File: config.mk
export PLATFORM = sky130hd
export DESIGN_NAME = multicycle_stage_sequencer
export DESIGN_NICKNAME = d
export VERILOG_FILES = /design/src/rtl/sequencer_pkg.sv /design/src/rtl/wait_timeout_counter.sv /design/src/rtl/multicycle_stage_sequencer.sv
export SDC_FILE = /design/constraint.sdc
export NUM_CORES = 1
export LEC_CHECK = 0
export ABC_AREA = 1
export CORE_MARGIN = 2
export CORE_UTILIZATION = 57
export DETAILED_ROUTE_END_ITERATION = 7
export PLACE_DENSITY = 0.86
export SYNTH_ARGS = -nofsm -noshare
export SYNTH_HDL_FRONTEND = slang
export SYNTH_SLANG_ARGS = --single-unit
File: constraint.sdc
create_clock -name Clock -period 4.9 [get_ports Clock]
set_clock_uncertainty 0.05 [all_clocks]
set_input_delay 0.735 -clock Clock [delete_from_list [all_inputs] [get_ports Clock]]
set_output_delay 0.735 -clock Clock [all_outputs]
set_load 0.02 [all_outputs]
File: src/rtl/sequencer_pkg.sv
// Shared types and constants for the multicycle stage sequencer.
package sequencer_pkg;

    typedef enum logic [1:0] {
        ST_IDLE  = 2'd0,
        ST_RUN   = 2'd1,
        ST_FAULT = 2'd2
    } seq_state_t;

    localparam logic [1:0] FAULT_NONE    = 2'b00;
    localparam logic [1:0] FAULT_TIMEOUT = 2'b01;
    localparam logic [1:0] FAULT_MEMERR  = 2'b10;

endpackage

File: src/rtl/wait_timeout_counter.sv
// Counts consecutive memory wait cycles and flags the cycle in which the
// count would reach TIMEOUT. TIMEOUT=0 disables expiry.
module wait_timeout_counter #(
    parameter int TIMEOUT = 255
) (
    input  logic clk,
    input  logic rst,
    input  logic clear,
    input  logic inc,
    output logic expired
);

    localparam int CW = (TIMEOUT > 1) ? $clog2(TIMEOUT + 1) : 1;
    localparam logic [CW-1:0] LAST = CW'((TIMEOUT > 0) ? (TIMEOUT - 1) : 0);

    logic [CW-1:0] count;

    // Wait-cycle count: cleared whenever the handshake is not waiting, holds at LAST
    always_ff @(posedge clk) begin
        if (rst || clear) begin
            count <= '0;
        end else if (inc && (TIMEOUT != 0) && (count != LAST)) begin
            count <= count + 1'b1;
        end
    end

    // Expiry fires on the wait cycle that would bring the count up to TIMEOUT
    assign expired = (TIMEOUT != 0) && inc && (count == LAST);

endmodule

File: src/rtl/multicycle_stage_sequencer.sv
// Stage sequencer for the multicycle datapath: steps through NUM_STAGES
// stages, issues one-hot stage register enables, holds memory stages until
// MEM_MFC, turns memory errors and handshake timeouts into a sticky fault,
// and counts retired instructions.
module multicycle_stage_sequencer
    import sequencer_pkg::*;
#(
    parameter int NUM_STAGES  = 5,
    parameter int STAGE_W     = 3,
    parameter int FETCH_STAGE = 1,
    parameter int MEM_STAGE   = 4,
    parameter int TIMEOUT     = 255,
    parameter int CNT_W       = 32
) (
    input  logic                  Clock,
    input  logic                  Reset,
    input  logic                  Run,
    input  logic                  Stall,
    input  logic                  Mem_Access_Needed,
    input  logic                  MEM_MFC,
    input  logic                  MEM_ERROR,
    output logic [STAGE_W-1:0]    Stage,
    output logic [NUM_STAGES-1:0] Stage_Enable,
    output logic                  Mem_Request,
    output logic                  Wait_State,
    output logic                  Fault,
    output logic [1:0]            Fault_Code,
    output logic [CNT_W-1:0]      Instr_Count
);

    generate
        if ((NUM_STAGES < 2) || ((2 ** STAGE_W) <= NUM_STAGES) ||
            (FETCH_STAGE == MEM_STAGE) ||
            (FETCH_STAGE < 1) || (FETCH_STAGE > NUM_STAGES) ||
            (MEM_STAGE < 1) || (MEM_STAGE > NUM_STAGES)) begin : g_bad_params
            $error("multicycle_stage_sequencer: illegal stage parameters");
        end
    endgenerate

    localparam logic [STAGE_W-1:0] FIRST_S = STAGE_W'(1);
    localparam logic [STAGE_W-1:0] LAST_S  = STAGE_W'(NUM_STAGES);
    localparam logic [STAGE_W-1:0] FETCH_S = STAGE_W'(FETCH_STAGE);
    localparam logic [STAGE_W-1:0] MEM_S   = STAGE_W'(MEM_STAGE);

    seq_state_t         state, state_n;
    logic [STAGE_W-1:0] stage_q, stage_n;
    logic [1:0]         code_q, code_n;
    logic [CNT_W-1:0]   cnt_q, cnt_n;
    logic               mem_stage;
    logic               advance;
    logic               wait_inc;
    logic               wait_expired;

    // Stage classification, advance condition and one-hot enable decode
    always_comb begin
        mem_stage    = (state == ST_RUN) &&
                       ((stage_q == FETCH_S) || ((stage_q == MEM_S) && Mem_Access_Needed));
        advance      = (state == ST_RUN) &&
                       (mem_stage ? (MEM_MFC && !MEM_ERROR) : !Stall);
        wait_inc     = mem_stage && !MEM_MFC;
        Stage_Enable = '0;
        for (int k = 0; k < NUM_STAGES; k++) begin
            Stage_Enable[k] = advance && (stage_q == STAGE_W'(k + 1));
        end
    end

    // Any cycle that is not a pending wait (MFC seen, stage moved, or no request) restarts the count
    wait_timeout_counter #(
        .TIMEOUT (TIMEOUT)
    ) u_wait (
        .clk     (Clock),
        .rst     (Reset),
        .clear   (!wait_inc),
        .inc     (wait_inc),
        .expired (wait_expired)
    );

    // Next-state: MEM_ERROR outranks timeout, which outranks a normal advance
    always_comb begin
        state_n = state;
        stage_n = stage_q;
        code_n  = code_q;
        cnt_n   = cnt_q;
        case (state)
            ST_IDLE: begin
                if (Run) begin
                    state_n = ST_RUN;
                    stage_n = FIRST_S;
                end
            end
            ST_RUN: begin
                if (mem_stage && MEM_ERROR) begin
                    state_n = ST_FAULT;
                    code_n  = FAULT_MEMERR;
                end else if (wait_expired) begin
                    state_n = ST_FAULT;
                    code_n  = FAULT_TIMEOUT;
                end else if (advance) begin
                    if (stage_q == LAST_S) begin
                        cnt_n = cnt_q + 1'b1;
                        if (Run) begin
                            stage_n = FIRST_S;
                        end else begin
                            state_n = ST_IDLE;
                            stage_n = '0;
                        end
                    end else begin
                        stage_n = stage_q + 1'b1;
                    end
                end
            end
            ST_FAULT: begin
                state_n = ST_FAULT;
            end
            default: begin
                state_n = ST_IDLE;
                stage_n = '0;
            end
        endcase
    end

    // State, stage, fault code and retired-instruction registers
    always_ff @(posedge Clock) begin
        if (Reset) begin
            state   <= ST_IDLE;
            stage_q <= '0;
            code_q  <= FAULT_NONE;
            cnt_q   <= '0;
        end else begin
            state   <= state_n;
            stage_q <= stage_n;
            code_q  <= code_n;
            cnt_q   <= cnt_n;
        end
    end

    assign Stage       = stage_q;
    assign Mem_Request = mem_stage;
    assign Wait_State  = wait_inc;
    assign Fault       = (state == ST_FAULT);
    assign Fault_Code  = code_q;
    assign Instr_Count = cnt_q;

endmodule

### After elaboration in Yosys (flattened, before gate mapping)

Cells that the tools add are included.

* register bits: 47
* output and inout port bits: 45

* $add $sub $neg: 3
* equality and inequality tests: 16
* multiplexer cells: 17
* bitwise operators: 3
* reduce and logical (&&, ||, !) cells: 25

Operator list (number)
* 32-bit by 1-bit adder with 32-bit output, second input constant: 1
* 2-bit two-way mux: 8
* 3-bit two-way mux: 5
* 1-bit logical AND: 13
* 5-bit AND reduction: 2
* 3-bit case mux with 3 select lines: 1
* 8-bit by 1-bit adder with 8-bit output, second input constant: 1
* 8-bit == test, second input constant: 1
* 2-bit != test, second input constant: 4
* 4-bit by 2-bit != test with 1-bit output, second input constant: 2
* 8-bit != test, second input constant: 1
* 3-bit by 2-bit == test with 1-bit output, second input constant: 2
* 3-bit == test, second input constant: 2
* 2-bit case mux with 3 select lines: 1
* 1-bit zero test: 4
* 4-bit by 1-bit != test with 1-bit output, second input constant: 1
* 4-bit AND reduction: 1
* 3-bit by 1-bit adder with 3-bit output, second input constant: 1
* 3-bit by 1-bit == test with 1-bit output, second input constant: 1
* 1-bit inverter: 3
* 2-bit by 1-bit == test with 1-bit output, second input constant: 1
* 2-bit == test, second input constant: 1
* 2-bit zero test: 1
* 1-bit logical OR: 2
* other kinds (3): 4

### Longest topological paths before layout

Gate-level depths: netlist of run 1.

* depth in word-level cells: 10
* mapped depth: 10

### Cells and area by module

Synthesis of run 1 repeated with hierarchy kept, for this count alone.

* cell total of the unflattened synthesis: 490
* area total of the unflattened synthesis: 3130.5 µm²

By module, submodules not included
* multicycle_stage_sequencer: times used 1, cells each 420, area an instance 2648.8 µm², seq. area each 780.7 µm²
* wait_timeout_counter: times used 1, cells each 70, area an instance 481.7 µm², seq. area each 160.2 µm²

### Worst setup path after synthesis of run 1

OpenSTA, ideal clock, no wires.

* path type: input -> output
* start: input MEM_MFC
* end: output Stage_Enable[3]
* data arrival time: 1.801 ns
* slack: 2.314 ns
* cell stages on the path: 6
* path buffers: 0
* cell sequence: inv_1 -> nor2_1 -> inv_1 -> nand3_1 -> nand3_4 -> nor4_1

* longest elaborated chain between the ends: 4

RTL lines
* start: declaration: line multicycle_stage_sequencer.sv:20 `input logic MEM_MFC,`
* 1-bit logical AND: line multicycle_stage_sequencer.sv:59 `(mem_stage ? (MEM_MFC && !MEM_ERROR) : !Stall);`
* 1-bit two-way mux: line multicycle_stage_sequencer.sv:59
* 1-bit logical AND: line multicycle_stage_sequencer.sv:58 `advance = (state == ST_RUN) &&`
* 1-bit logical AND: line multicycle_stage_sequencer.sv:63 `Stage_Enable[k] = advance && (stage_q == STAGE_W'(k + 1));`
* end: declaration: line multicycle_stage_sequencer.sv:23 `output logic [NUM_STAGES-1:0] Stage_Enable,`

Every way passes these cells.

### Worst setup path in the final report of run 1

* start: input Mem_Access_Needed
* end: output Stage_Enable[4]

* longest elaborated chain between the ends: 6

RTL lines
* start: declaration: line multicycle_stage_sequencer.sv:19 `input logic Mem_Access_Needed,`
* 1-bit logical AND: line multicycle_stage_sequencer.sv:57 `((stage_q == FETCH_S) || ((stage_q == MEM_S) && Mem_Access_Needed));`
* 1-bit logical OR: line multicycle_stage_sequencer.sv:57
* 1-bit logical AND: line multicycle_stage_sequencer.sv:56 `mem_stage = (state == ST_RUN) &&`
* 1-bit two-way mux: line multicycle_stage_sequencer.sv:59
* 1-bit logical AND: line multicycle_stage_sequencer.sv:58
* 1-bit logical AND: line multicycle_stage_sequencer.sv:63

Every way passes these cells.

==> results of run 1 <==
-- through the flow --
stage                     area, sq um  hold slack, ns  cells  utilization (%)
after detailed placement         3460           0.436    562             69.1
final                            3580           0.447    570             71.4
after CTS                        3580           0.452    570             71.4
after floorplan                  2920           0.416    450                -
after global routing             3580           0.477    570             71.4
after global placement           3460           0.429    562             69.1
-- area by class of cell --
class	count	share of cell area, %
multi-input cells	360	50.1
flip-flops and latches	47	26.3
repair buffers	52	14.5
inverters	33	3.46
well taps	70	2.45
clock buffers	5	1.92
clock inverters	3	1.33
-- sequential cells by signal (all words and copies together), names as in the netlist --
register and count:
Fault_Code 2, Instr_Count 32, Stage 3, state 2
u_wait.count 8
-- logic make-up after synthesis --
logic type,count (synthesis),synth area share [%]
flip-flops,47,32.2
AO/OA/AOI/OAI,41,7.63
XOR/XNOR,33,9.90
adder cells (fa/ha/maj),4,1.71
buffers and inverters,43,6.43
AND/OR/NAND/NOR,282,42.1
-- power by group through the flow --
stage	Clock, mW	Sequential [mW]	Combinational, mW
6_report	0.296	0.395	0.0901
5_1_grt	0.314	0.396	0.0992
4_1_cts	0.302	0.395	0.0899
3_5_place_dp	0	0.404	0.0891
3_3_place_gp	0	0.404	0.0870
2_1_floorplan	0	0.407	0.0586
-- placed cells by master (no fill, tap or decap), drive strengths merged --
cell type	n
nand2	171
nor2	72
clkdlybuf4s50	51
dfxtp	47
a21oi	40
inv	34
xnor2	19
nand3	18
xor2	14
nand4	13
clkbuf	5
nand3b	4
ha	4
nor3	3
nor4	1
a211oi	1
bufinv	1
clkinv	1
buf	1
-- critical path, cell delays in order --
cell	delay, ns
clkdlybuf4s50_1	0.47
nand3_2	0.09
nand2_4	0.11
nand2_4	0.07
nand2_2	0.08
nand3_4	0.12
nor2_8	0.31
clkdlybuf4s50_1	0.67
-- final timing paths --
path                                 from                           end  depth (start not counted)
max                     Mem_Access_Needed               Stage_Enable[4]                          8
min          Instr_Count[30]$_SDFFE_PP0P_  Instr_Count[30]$_SDFFE_PP0P_                          2
max reg2reg         Stage[0]$_SDFFE_PP0P_  Instr_Count[28]$_SDFFE_PP0P_                          5
min reg2reg  Instr_Count[30]$_SDFFE_PP0P_  Instr_Count[30]$_SDFFE_PP0P_                          2
-- layer usage --
metal / GRT usage, % / wire length (um) / vias up / share of wire, %
met5: 0 / 0 / - / 0
met4: 7.80 / 95 / 0 / 1.4
met3: 4.23 / 391 / 11 / 5.8
met2: 40.2 / 3110 / 105 / 46
met1: 35.7 / 3160 / 1374 / 47
li1: - / - / 1517 / -
==> out/metrics.cfg, run 1 <==
[sta]
rsz0062_at_grt=false
fin_crit_sh_pct=70.4
relSlewSlack_pct=57.6
slew_violations=0
hold_viol_final=0
fin_tns_setup_ns=0
finalSetupViolCount=0
min_period_ns=3.45
worstMarginPinSlew_ns=0.636
fmax_mhz=290
setup_ws_ns=1.45

[layout]
nets=510
drive_above_1_share_pct=5.60
multi_input_area_sq_um=1790
area_growth_syn_to_layout_pct=22.5
fill_cells=456
seq_area_sq_um=941
diodes=0

[floorplanning]
die_y_um=75.6
die_width_um=75.6
num_io_pins=52
die_area_sq_um=5710
coreArea_sq_um=5010
initial_core_util_pct=58.3
rows=26

[pwr]
power_frac_comb_pct=11.5
power_uw=781
internal_power_uw=574
p_switching_uw=207
peakVddDrop_mv=0.158
power_density_nw_per_um2=218
seqPwrFrac_pct=50.6
swShare_pct=26.5
pwr-share-clk_pct=37.8
leakage_nw=1.29

[clock_tree]
htree_levels=2
postCtsSetupBuffers=0
cts_max_path_buffers=2
cts_resized=0
cts_hold_buf=0
cts_tree=yes
cts_buffers=5
cts_root_buf=clkbuf_8
numClockSinks=47
clk_latency_ns=0.31
path_clk_slew_ns=0.09

[placed_design]
post-dp-hpwl_mm=4.98
gp_congestion=0.931
dp_slack_ns=1.43
portBuffers=51

[worst_setup_path]
path_max_fanout=25
cp-start-kind=input port
crit_type=input port to primary output
worst-r2r-setup-slack_ns=2.74
end_kind=primary output
critPathRequiredTime_ns=4.12
worstPathArrival_ns=2.66

[yosys]
synth.area.top_cells=dfxtp_1, nand2_1, nor2_1, a21oi_1, xnor2_1
synth-seq-area-share_pct=32.2
syn_area_per_cell_sq_um=6.49
syn_nets=461
synth.largest_area_cell=dfxtp_1
syn_inst=450
yosysMostFrequentCell=nand2_1
synth_edf_count=0
synth_top_flop_cell=dfxtp_1
yosys_warnings=0
async_flop_share_pct=0
synth_area_sq_um=2920
netlist.area_leader.share_pct=32.2
ys_ff_latch=47
synth_common_cells=nand2_1, nor2_1, dfxtp_1
ys_types=25

[global_routing]
first_global_vias=2597
antenna_found_initial=0
grt_use_total_pct=25.4
grt_max_degree=39
grt_overflow=0
grt_pass1_wl_mm=11.4

[route]
drc_errors=0
dr.first_iter.drc_count=252
vias_per_cell=5.28
wl_per_cell_um=11.8
drtPass1Iterations=6
ant_nets=0
finalWirelength_mm=6.75
vias=3007

[min_path]
hold_class=flop to flop

[run_status]
outcome=finished clean

[run]
cap_viol_max_count=0

Note: power is estimated with default switching activity, not from simulation.
==> inputs of run 2 (changes only) <==
CORE_UTILIZATION = 53   (was 57)
PLACE_DENSITY = 0.8   (was 0.86)
clock period = 3.6 ns   (was 4.9 ns; I/O delays follow)
==> run 2 against run 1 <==
Against the previous run:
- register-to-register slack got worse by 1.3 ns
- largest cell class unchanged
- non-clock buffer count increased by 1
- routed wire length down 0.30%
- worst hold slack barely moved
- first-iteration DRC count down 26%
- utilization fell by 5.3 points
- sequential power up 36%
- critical endpoint is now Stage_Enable[3]
==> out/metrics.cfg, run 2 (synthesized netlist as in run 1, its figures left out) <==
[worst_setup_path]
crit_type=input port to primary output  ; unchanged
worstPathArrival_ns=2.31  ; was 2.66 ns
worstReg2RegEnd=Instr_Count[9]$_SDFFE_PP0P_  ; was Instr_Count[28]$_SDFFE_PP0P_
r2r-start=state[0]$_SDFFE_PP0P_  ; was Stage[0]$_SDFFE_PP0P_
path_max_fanout=5  ; was 25
path_cells=clkdlybuf4s50_1 -> nand3_2 -> nand2_4 -> nand2_4 -> nand2_2 -> nand3_4 -> nor4_1 -> clkdlybuf4s50_1  ; was clkdlybuf4s50_1 -> nand3_2 -> nand2_4 -> nand2_4 -> nand2_2 -> nand3_4 -> nor2_8 -> clkdlybuf4s50_1
crit_buf_inv=2  ; unchanged
crit_slowest_cell=clkdlybuf4s50_1  ; unchanged
end_kind=primary output  ; unchanged
worst-r2r-setup-slack_ns=1.44  ; was 2.74 ns
slowest_delay_ns=0.64  ; was 0.67 ns
critPathRequiredTime_ns=3.01  ; was 4.12 ns
cp-start-kind=input port  ; unchanged
critPathTopFamily=buffers and inverters  ; unchanged
rr_worst_depth=7  ; was 5

[clock_tree]
cts_resized=0  ; unchanged
cts_hold_buf=0  ; unchanged
path_clk_slew_ns=0.08  ; was 0.09 ns
numClockSinks=47  ; unchanged
cts_root_buf=clkbuf_8  ; unchanged
postCtsSetupBuffers=0  ; unchanged
cts_max_path_buffers=2  ; unchanged
cts_buffers=5  ; unchanged
clk_latency_ns=0.29  ; was 0.31 ns
htree_levels=2  ; unchanged
cts_tree=yes  ; unchanged

[floorplanning]
coreArea_sq_um=5410  ; was 5010 sq um
rows=27  ; was 26
num_io_pins=52  ; unchanged
die_width_um=78.2  ; was 75.6 um
initial_core_util_pct=54.0  ; was 58.3%
die_area_sq_um=6120  ; was 5710 sq um
die_y_um=78.2  ; was 75.6 um

[sta]
fin_hold_ws_ns=0.446  ; was 0.447 ns
min_period_ns=2.90
fin_tns_setup_ns=0  ; unchanged
slew_violations=0  ; unchanged
relSlewSlack_pct=44.6  ; was 57.6%
fin_crit_sh_pct=80.6
rsz0062_at_grt=false  ; unchanged
setup_ws_ns=0.697  ; was 1.45 ns
hold_viol_final=0  ; unchanged
finalSetupViolCount=0  ; unchanged
fmax_mhz=345
worstMarginPinSlew_ns=0.829  ; was 0.636 ns

[layout]
largest_reg_flops=32  ; unchanged
final_common_cell=nand2_1  ; unchanged
nets=511  ; was 510
diodes=0  ; unchanged
area_growth_syn_to_layout_pct=22.4  ; was 22.5%
most-common-layout-cells=nand2_1, nor2_1, clkdlybuf4s50_1  ; unchanged
drive_above_1_share_pct=5.40  ; was 5.60%

[global_routing]
grtUsageMet1_pct=33.7  ; was 35.7%
use_met2_pct=40.5  ; was 40.2%
met3_usage_pct=4.14  ; was 4.23%
grt_pass1_wl_mm=12.5  ; was 11.4 mm
grt_max_degree=33  ; was 39
grt_overflow=0  ; unchanged
top_usage_layer=met2  ; unchanged
antenna_found_initial=0  ; unchanged
first_global_vias=2744  ; was 2597
grt_use_total_pct=24.8  ; was 25.4%

[placed_design]
gp_congestion=0.955  ; was 0.931
portBuffers=51  ; unchanged
dp_slack_ns=0.701  ; was 1.43 ns
post-dp-hpwl_mm=5.25  ; was 4.98 mm

[pwr]
swShare_pct=24.8  ; was 26.5%
power_frac_comb_pct=11.9  ; was 11.5%
power_density_nw_per_um2=288  ; was 218 nW/um^2
seqPwrFrac_pct=52.2  ; was 50.6%
leakage_nw=1.29  ; about the same
peakVddDrop_mv=0.239  ; was 0.158 mV
internal_power_uw=774  ; was 574 uW
p_switching_uw=256  ; was 207 uW
pwr-share-clk_pct=35.9  ; was 37.8%

[route]
ant_nets=0  ; unchanged
wl_per_cell_um=11.8  ; about the same
vias_per_cell=5.08  ; was 5.28
dr.first_iter.drc_count=186  ; was 252
drtPass1Iterations=4  ; was 6
vias=2908  ; was 3007
drc_errors=0  ; unchanged
finalWirelength_mm=6.73  ; was 6.75 mm

[min_path]
min_to=Instr_Count[30]$_SDFFE_PP0P_  ; unchanged
hold_class=flop to flop  ; unchanged
whs_path_depth=2  ; unchanged
min-delay-start=Instr_Count[30]$_SDFFE_PP0P_  ; unchanged

[run_status]
outcome=finished clean  ; unchanged

[run]
cap_viol_max_count=0  ; unchanged

-- run 2: changes by cell type in the layout (fill, tap and decap cells not counted) --
cell / change
buf_4: +1
inv_6: -1
clkinv_4: -1
clkbuf_1: +1
-- run 2: area by class of cell --
cell class                 count  area (sq um)
fill                         509          1830
multi-input combinational    360          1790
sequential                    47           941
timing repair buffer          53           526
inverter                      33           124
tap                           72          90.1
clock buffer                   6          72.6
clock inverter                 1          30.0
-- run 2: metal layers --
layer	wire, um	vias up
li1	-	1524
met1	3280	1301
met2	3020	73
met3	326	10
met4	102	0
met5	0	-
-- run 2: how the worst max path moves through the flow --
stage	start	endpoint	cells past startpoint
after global placement	Mem_Access_Needed	Stage_Enable[3]	8
after detailed placement	Mem_Access_Needed	Stage_Enable[3]	8
after floorplan	Stage[0]$_SDFFE_PP0P_	Stage_Enable[3]	6
after CTS	Mem_Access_Needed	Stage_Enable[3]	8
final	Mem_Access_Needed	Stage_Enable[3]	8
after global routing	MEM_MFC	Stage_Enable[3]	8
-- run 2: worst min-delay path, stage by stage (launching register included) --
cell	delay (ns)
dfxtp_1	0.33
nand2_1	0.08
a21oi_2	0.05
-- run 2: metrics by stage --
step / std cells / power (mW) / instance area (sq um) / utilization [%]
CTS: 572 / 1.04 / 3570 / 66.1
floorplan: 450 / 0.634 / 2920 / -
finish: 572 / 1.03 / 3570 / 66.1
global route: 572 / 1.09 / 3570 / 66.1
global placement: 565 / 0.670 / 3470 / 64.2
detailed placement: 565 / 0.673 / 3470 / 64.2
-- run 2: power groups by stage --
stage	Sequential, mW	Clock (mW)	Combinational [mW]
after floorplan	0.554	0	0.0798
after global placement	0.550	0	0.120
after detailed placement	0.550	0	0.122
after CTS	0.538	0.384	0.122
after global routing	0.541	0.409	0.136
final	0.538	0.370	0.122
==> inputs of run 3 (changes only) <==
clock period = 2.8 ns   (was 3.6 ns; I/O delays follow)
==> run 3 against run 2 <==
Against the previous run:
- clock-buffer cell count is 1 lower
- cell count is 0.52% higher
- critical path depth is 1 lower
- utilization is 0.069 points higher
- first-iteration DRC count is 33% lower
- non-clock buffer count is 2 higher
- final area is 0.10% higher
- critical endpoint is now Stage_Enable[1]
- largest power group unchanged
- clock power is 12% higher
- die area stayed put
==> out/metrics.cfg, run 3 (synthesized netlist as in run 1, its figures left out) <==
[global_routing]
grt_use_total_pct=23.4  ; was 24.8%
antenna_found_initial=0  ; unchanged
first_global_vias=2657  ; was 2744
grt_max_degree=38  ; was 33
grt_overflow=0  ; unchanged
grt_pass1_wl_mm=11.7  ; was 12.5 mm

[layout]
nets=513  ; was 511
final_core_util_pct=66.2  ; was 66.1%
area_growth_syn_to_layout_pct=22.5  ; was 22.4%
diodes=0  ; unchanged
drive_above_1_share_pct=6.16  ; was 5.40%
final_common_cell=nand2_1  ; unchanged
largest_reg_flops=32  ; unchanged
most-common-layout-cells=nand2_1, nor2_1, clkdlybuf4s50_1  ; unchanged
design_area_sq_um=3580  ; was 3570 sq um
fill_cells=506  ; was 509

[sta]
fin_hold_ws_ns=0.451  ; was 0.446 ns
relSlewSlack_pct=72.7  ; was 44.6%
rsz0062_at_grt=false  ; unchanged
fmax_mhz=376
fin_crit_sh_pct=94.9
hold_viol_final=0  ; unchanged
slew_violations=0  ; unchanged
fin_tns_setup_ns=0  ; unchanged
min_period_ns=2.66
setup_ws_ns=0.142  ; was 0.697 ns
worstMarginPinSlew_ns=0.409  ; was 0.829 ns
finalSetupViolCount=0  ; unchanged

[worst_setup_path]
path_cells=inv_1 -> nor2_8 -> nand2_4 -> nand2_2 -> nand3_4 -> nor3_1 -> clkdlybuf4s50_1  ; was clkdlybuf4s50_1 -> nand3_2 -> nand2_4 -> nand2_4 -> nand2_2 -> nand3_4 -> nor4_1 -> clkdlybuf4s50_1
crit_buf_inv=2  ; unchanged
critPathTopFamily=buffers and inverters  ; unchanged
worstPathArrival_ns=2.19  ; was 2.31 ns
slowest_delay_ns=0.63  ; was 0.64 ns
path_max_fanout=18  ; was 5
crit_type=flop to primary output  ; was input port to primary output
critPathRequiredTime_ns=2.33  ; was 3.01 ns
crit_slowest_cell=clkdlybuf4s50_1  ; unchanged
end_kind=primary output  ; unchanged
cp-start-kind=flop  ; was input port

[run_status]
outcome=finished clean  ; unchanged

[route]
dr.first_iter.drc_count=124  ; was 186
wl_per_cell_um=12.0  ; was 11.8 um
drc_errors=0  ; unchanged
ant_nets=0  ; unchanged
drtPass1Iterations=4  ; unchanged
vias_per_cell=5.13  ; was 5.08
vias=2947  ; was 2908
finalWirelength_mm=6.91  ; was 6.73 mm

[placed_design]
dp_slack_ns=0.0919  ; was 0.701 ns
portBuffers=51  ; unchanged
placed_area_sq_um=3490  ; was 3470 sq um
post-dp-hpwl_mm=5.26  ; was 5.25 mm
gp_congestion=0.957  ; was 0.955

[pwr]
power_density_nw_per_um2=353  ; was 288 nW/um^2
leakage_nw=1.30  ; was 1.29 nW
peakVddDrop_mv=0.211  ; was 0.239 mV

[min_path]
hold_class=flop to flop  ; unchanged

[clock_tree]
numClockSinks=47  ; unchanged
cts_root_buf=clkbuf_8  ; unchanged
htree_levels=2  ; unchanged
cts_max_path_buffers=2  ; unchanged
cts_buffers=5  ; unchanged
cts_tree=yes  ; unchanged
path_clk_slew_ns=0.09  ; was 0.08 ns
clk_latency_ns=0.30  ; was 0.29 ns

[floorplanning]
rows=27  ; unchanged
die_area_sq_um=6120  ; unchanged
num_io_pins=52  ; unchanged
die_width_um=78.2  ; unchanged
die_y_um=78.2  ; unchanged
initial_core_util_pct=54.0  ; unchanged
coreArea_sq_um=5410  ; unchanged

[run]
cap_viol_max_count=0  ; unchanged

==> run 3: area by class of cell <==
type / instances / area [sq um] / share of cell area [%]
Inverter: 33 / 124 / 3.46
Timing Repair Buffer: 55 / 543 / 15.2
Clock inverter: 3 / 20.0 / 0.559
Clock buffer: 5 / 68.8 / 1.92
Tap cell: 72 / 90.1 / 2.52
Sequential cell: 47 / 941 / 26.3
Multi-Input combinational cell: 360 / 1790 / 50.1
==> run 3: report_power, final <==
group | internal, mW | switching, mW
clock network | 0.174 | 0.240
registers | 0.677 | 0.0147
logic | 0.0569 | 0.0997
total | 0.908 | 0.354
==> run 3: repair_timing <==
item	4_1_cts	5_1_grt
buffers inserted	0	0
hold buffers	0	0
resized for setup	0	1
endpoints found under the setup margin	0	1
==> run 3: final timing paths <==
check                                                   from                      endpoint  slack (ns)  depth (start not counted)
worst min register to register  u_wait.count[4]$_SDFFE_PP0P_  u_wait.count[4]$_SDFFE_PP0P_        0.45                          2
worst max-delay path                   state[0]$_SDFFE_PP0P_               Stage_Enable[1]        0.14                          7
worst min-delay path            u_wait.count[4]$_SDFFE_PP0P_  u_wait.count[4]$_SDFFE_PP0P_        0.45                          2
worst max register to register   Instr_Count[0]$_SDFFE_PP0P_  Instr_Count[26]$_SDFFE_PP0P_        0.77                          9
==> run 3: per-layer routing <==
layer | vias up | track usage [%] | share of wire, %
met2 | 90 | 37.5 | 45
met1 | 1313 | 31.4 | 48
met4 | 0 | 10.2 | 2.4
met5 | - | 0 | 0
met3 | 18 | 3.33 | 5.2
li1 | 1526 | - | -
==> run 3: worst register-to-register path, cell delays in order (launching register included) <==
cell	delay (ns)
dfxtp_1	0.48
ha_1	0.29
nand3_1	0.19
inv_1	0.12
nand2_1	0.14
nor2_1	0.22
nand2_1	0.14
xnor2_1	0.15
nand2_1	0.08
a21oi_2	0.11
==> run 3: per-stage QoR <==
stage / power, mW / cells
after floorplan: 0.815 / 450
after global placement: 0.861 / 567
after detailed placement: 0.864 / 567
after CTS: 1.27 / 575
after global routing: 1.31 / 575
final: 1.26 / 575
==> edit 1, RTL diff (settings of run 3) <==
The 3 states of `seq_state_t` get a one-hot encoding in 3 bits.
--- a/src/rtl/sequencer_pkg.sv
+++ b/src/rtl/sequencer_pkg.sv
@@ -1,10 +1,10 @@
 // Shared types and constants for the multicycle stage sequencer.
 package sequencer_pkg;
 
-    typedef enum logic [1:0] {
-        ST_IDLE  = 2'd0,
-        ST_RUN   = 2'd1,
-        ST_FAULT = 2'd2
+    typedef enum logic [2:0] {
+        ST_IDLE  = 3'b001,
+        ST_RUN   = 3'b010,
+        ST_FAULT = 3'b100
     } seq_state_t;
 
     localparam logic [1:0] FAULT_NONE    = 2'b00;
Formal check against the unedited RTL: same outputs for any inputs over 10 cycles, from zero or initial values and one cycle with Reset high; not proved beyond that.
==> edit 1 against run 3 <==
  * Worst setup slack gained 0.064 ns
  * Power up 7.5%
  * Routed wire length increased by 11%
  * Area after synthesis up 1.9%
  * Worst hold slack got worse by 0.035 ns
  * Sequential cell count up 1
  * Design area grew 3.4%
  * Die area rose by 1.8%
  * Critical endpoint is now Stage_Enable[0]
==> edit 1: results (changes against run 3) <==
Parameter                              Value

Layout
  Post-route cell area ... 3700 sq um (+3.4%)
  Final cell count without fillers ... 616 (+7.1%)
  Number of non-clock inverters in the layout ... 50 (+52%)
  Footprint of the flip-flops and latches ... 962 sq um (+2.3%)
  Non-clock buffer count ... 60 (+9.1%)
  Final layout net count ... 554 (+8.0%)
  Number of inserted filler cells in the final layout ... 499 (-1.4%)
  Area fraction of clock buffers and clock inverters ... 3.01% (+0.53 points)
  Number of combinational gates with multiple inputs ... 378 (+5.0%)

Min path
  Startpoint of the lowest-slack hold path ... Fault_Code[1]

Pwr
  Final total power ... 0.00136 W (+7.5%)
  Clock power share ... 37.6% (+4.8 points)
  Switching share of power ... 25.4% (-2.6 points)
  Peak supply drop ... 248 uV (+18%)

Setup path
  Capture point of the worst reg-to-reg path ... Instr_Count[30]
  Launch point of the worst reg-to-reg path ... Instr_Count[1]
  Peak fanout along the critical path ... 4 (-14)
  Crit path to ... Stage_Enable[0]
  Max incr delay on CP ... 0.61 ns (-0.02 ns)

Status
  Status ... finished clean

Routing
  Number of design-rule violations left by the first detailed-router iteration ... 187 (+51%)
  Vias after detailed routing ... 3166 (+7.4%)
  First-pass iteration count of the detailed router ... 5 (+1)

Yosys
  Post-synth top cells ... nand2_1 (180), nor2_1 (63), dfxtp_1 (48), a21oi_1 (41), inv_1 (41)
  Sequential fraction of the synthesis area ... 32.3% (+0.063 points)
  Syn Inst Count ... 487 (+8.2%)
  Syn nets ... 498 (+8.0%)
  Ranking of synthesized cells by area ... dfxtp_1 (32%), nand2_1 (23%), nor2_1 (7.9%)

Timing
  Minimum setup slack in the final design ... 0.205 ns (+0.0636 ns)
  Remaining max-slew budget at the tightest pin ... 58.8% (-14 points)

GRT
  Largest net degree at the start of global routing ... 33 (-13%)
  Wire length of the first global-routing pass ... 13.0 mm (+11%)

Placement
  Area after detailed placement ... 3550 sq um (+1.9%)
  Dpl ws ... 0.0868 ns (-0.00501 ns)
  DPL Wire Length ... 5.85 mm (+11%)

Floorplanning
  Die area ... 6230 sq um (+1.8%)

Clock network
  Resized cells post-CTS ... 1 (+1)
  Number of clock sinks ... 48 (+2.1%)
-- edit 1: changes by cell type in the layout (fill, tap and decap cells not counted), moves of 3 or more --
cell      delta
nand3_1      +8
a21oi_1      +5
nor2_1       -6
nand3b_1     +3
nor3_1      +12
buf_4        +5
nand2_1     +14
a21oi_2      -4
o21ai_1      +3
inv_1       +11
o21ai_0      +5
xnor2_1     -14
nand4_1      -3
xor2_1       -3
-- edit 1: logic make-up (layout without fill, tap and decap cells) --
kind of cell | Yosys count | count (layout) | share of synthesized area, %
fa+ha+maj | 4 | 4 | 1.68
flops | 48 | 48 | 32.3
simple gates | 309 | 309 | 44.3
compound gates | 49 | 49 | 8.24
buf+inv | 61 | 118 | 8.78
xor+xnor | 16 | 16 | 4.71
-- edit 1: per-layer routing --
layer	track usage [%]	vias up	wire length [um]
met5	0	-	0
met4	6.72	0	105
met3	4.66	10	512
met1	35.7	1404	3710
li1	-	1642	-
met2	42.0	110	3340
==> edit 2, RTL diff (config.mk and constraints of run 3) <==
Made on the original files. `TIMEOUT` is set to 255 in 2 places; all go to 510.
--- a/src/rtl/wait_timeout_counter.sv
+++ b/src/rtl/wait_timeout_counter.sv
@@ -1,7 +1,7 @@
 // Counts consecutive memory wait cycles and flags the cycle in which the
 // count would reach TIMEOUT. TIMEOUT=0 disables expiry.
 module wait_timeout_counter #(
-    parameter int TIMEOUT = 255
+    parameter int TIMEOUT = 510
 ) (
     input  logic clk,
     input  logic rst,
--- a/src/rtl/multicycle_stage_sequencer.sv
+++ b/src/rtl/multicycle_stage_sequencer.sv
@@ -9,7 +9,7 @@
     parameter int STAGE_W     = 3,
     parameter int FETCH_STAGE = 1,
     parameter int MEM_STAGE   = 4,
-    parameter int TIMEOUT     = 255,
+    parameter int TIMEOUT     = 510,
     parameter int CNT_W       = 32
 ) (
     input  logic                  Clock,
Function: same outputs for any inputs over 10 cycles, from zero or initial values and one cycle with Reset high; that may be too few to reach the edited logic, so the function may still have changed.
==> edit 2 against run 3 <==
  * Worst hold slack gained 0.0043 ns
  * Routed wire length grew 5.8%
  * Area after synthesis grew 6.8%
  * Design area grew 6.6%
  * Via count grew 2.0%
  * Sequential cell count grew 1
  * Critical path type is now in -> out
  * Power grew 9.9%
  * Cell count grew 3.0%
  * Worst setup slack lost 0.024 ns
==> edit 2: results (changes against run 3) <==
Parameter                              Value

Layout
  Fraction of layout cells with a size suffix above 1 ... 13.3% (+7.1 points)
  Number of diodes added for antenna fixing ... 0 (unchanged)
  Max FFs per register ... 32 (unchanged)
  Final layout net count ... 530 (+3.3%)
  Number of inserted filler cells in the final layout ... 503 (-0.59%)

Min path
  Worst hold path class ... reg -> reg

Routing
  First-pass iteration count of the detailed router ... 4 (unchanged)
  Number of design-rule violations left by the first detailed-router iteration ... 146 (+18%)
  DR vias/cell ... 5.08 (-0.93%)
  Vias after detailed routing ... 3006 (+2.0%)
  Final routed wire length divided by cell count ... 12.4 um (+2.8%)

Yosys
  Sequential fraction of the synthesis area ... 30.8% (-1.4 points)
  FFs w/ async S/R, synth ... 0% (unchanged)
  Post-synth top cells ... nand2_1 (142), nor2_1 (73), dfxtp_1 (48), inv_1 (37), a21oi_1 (22)
  Count of distinct cell types in the synthesized netlist ... 27 (+8.0%)
  Syn nets ... 473 (+2.6%)
  Ranking of synthesized cells by area ... dfxtp_1 (31%), nand2_1 (17%), nor2_1 (8.8%)
  Count of synthesis-stage warnings from yosys ... 0 (unchanged)
  Syn Inst Count ... 462 (+2.7%)

Placement
  Cell count after placement ... 577 (+1.8%)
  Placer Congestion ... 0.887 (-7.2%)
  DPL Wire Length ... 5.46 mm (+3.8%)
  IO buf count ... 51 (unchanged)
  Area after detailed placement ... 3640 sq um (+4.4%)

Pwr
  Leak ... 1.39 nW (+6.3%)
  Peak supply drop ... 250 uV (+18%)

Clock network
  CTS clk-pin slew, worst paths ... 0.09 ns (about the same)
  Root buf cell ... clkbuf_8
  CTS H-tree depth ... 2 (unchanged)
  Number of buffers added by the clock tree synthesis step ... 5 (unchanged)
  Clk buf depth ... 2 (unchanged)
  Skew-Pair Late Insertion Delay ... 0.31 ns

Timing
  Remaining max-slew budget at the tightest pin ... 67.2% (-5.6 points)

Status
  Status ... finished clean

Setup path
  Peak fanout along the critical path ... 5 (-13)
  Endpoint arrival time on the critical path ... 2.21 ns (+0.02 ns)

GRT
  GRT Resource Usage Total ... 23.7% (+0.31 points)
  Largest net degree at the start of global routing ... 35 (-7.9%)
  Vias in the first global route ... 2820 (+6.1%)
  Wire length of the first global-routing pass ... 12.3 mm (+5.2%)
  Number of antenna violations at the first check in global routing ... 0 (unchanged)
[edit 2: report_power, final]
| group | leakage [nW] | total (W) | switching (W) | internal, W |
|---|---|---|---|---|
| registers | 0.387 | 0.000705 | 0.0000144 | 0.000691 |
| clock network | 0.0541 | 0.000504 | 0.000240 | 0.000264 |
| logic | 0.944 | 0.000178 | 0.000106 | 0.0000716 |
[edit 2: critical path: stages]
cell	delay, ns
clkdlybuf4s50_1	0.46
inv_1	0.05
nor2_1	0.12
inv_1	0.05
nand3_1	0.12
nand3_4	0.14
nor4_1	0.20
clkdlybuf4s50_1	0.65
[edit 2: cell type report]
type / instances / area share (%)
Timing Repair Buffer: 60 / 15.5
Tap cell: 72 / 2.36
Sequential cell: 48 / 25.2
Multi-Input combinational cell: 365 / 50.2
Clock buffer: 5 / 1.80
Clock inverter: 3 / 1.11
Inverter: 39 / 3.84
[edit 2: kinds of logic after synthesis]
group	after synthesis	share of synthesized area (%)
AOI/OAI and AO/OA	45	9.55
adders and majority gates	4	1.61
and+or+nand+nor	288	42.5
xor gates and xnor gates	28	7.87
DFF	48	30.8
buffers and inverters	49	7.70
[edit 2: path summary, 6_finish.rpt]
check | startpoint | end | slack (ns) | depth (start not counted)
worst min register to register | u_wait.count[7] | u_wait.count[7] | 0.46 | 2
worst min-delay path | u_wait.count[7] | u_wait.count[7] | 0.46 | 2
worst max-delay path | MEM_MFC | Stage_Enable[3] | 0.12 | 8
worst max register to register | state[0] | Instr_Count[27] | 0.77 | 8
[edit 2: timing repair]
item,4_1_cts,5_1_grt
buffers inserted,0,7
gates resized for setup,0,0
setup endpoints to repair,0,1
[edit 2: stage by stage]
| step | utilization (%) | power (W) | setup slack [ns] |
|---|---|---|---|
| after CTS | 66.9 | 0.00138 | 0.111 |
| final | 68.1 | 0.00139 | 0.118 |
| after detailed placement | 64.9 | 0.000878 | 0.114 |
| after global routing | 68.1 | 0.00144 | 0.0110 |
| after floorplan | - | 0.000829 | 0.641 |
| after global placement | 64.9 | 0.000872 | 0.160 |
[edit 2: layer usage]
metal,GRT usage [%],wire length (um),share of wire [%],up-vias
met1,28.5,3340,46,1369
li1,-,-,-,1575
met2,43.6,3610,49,55
met3,4.16,293,4.0,7
met5,0,0,0,-
met4,5.59,74,1.0,0
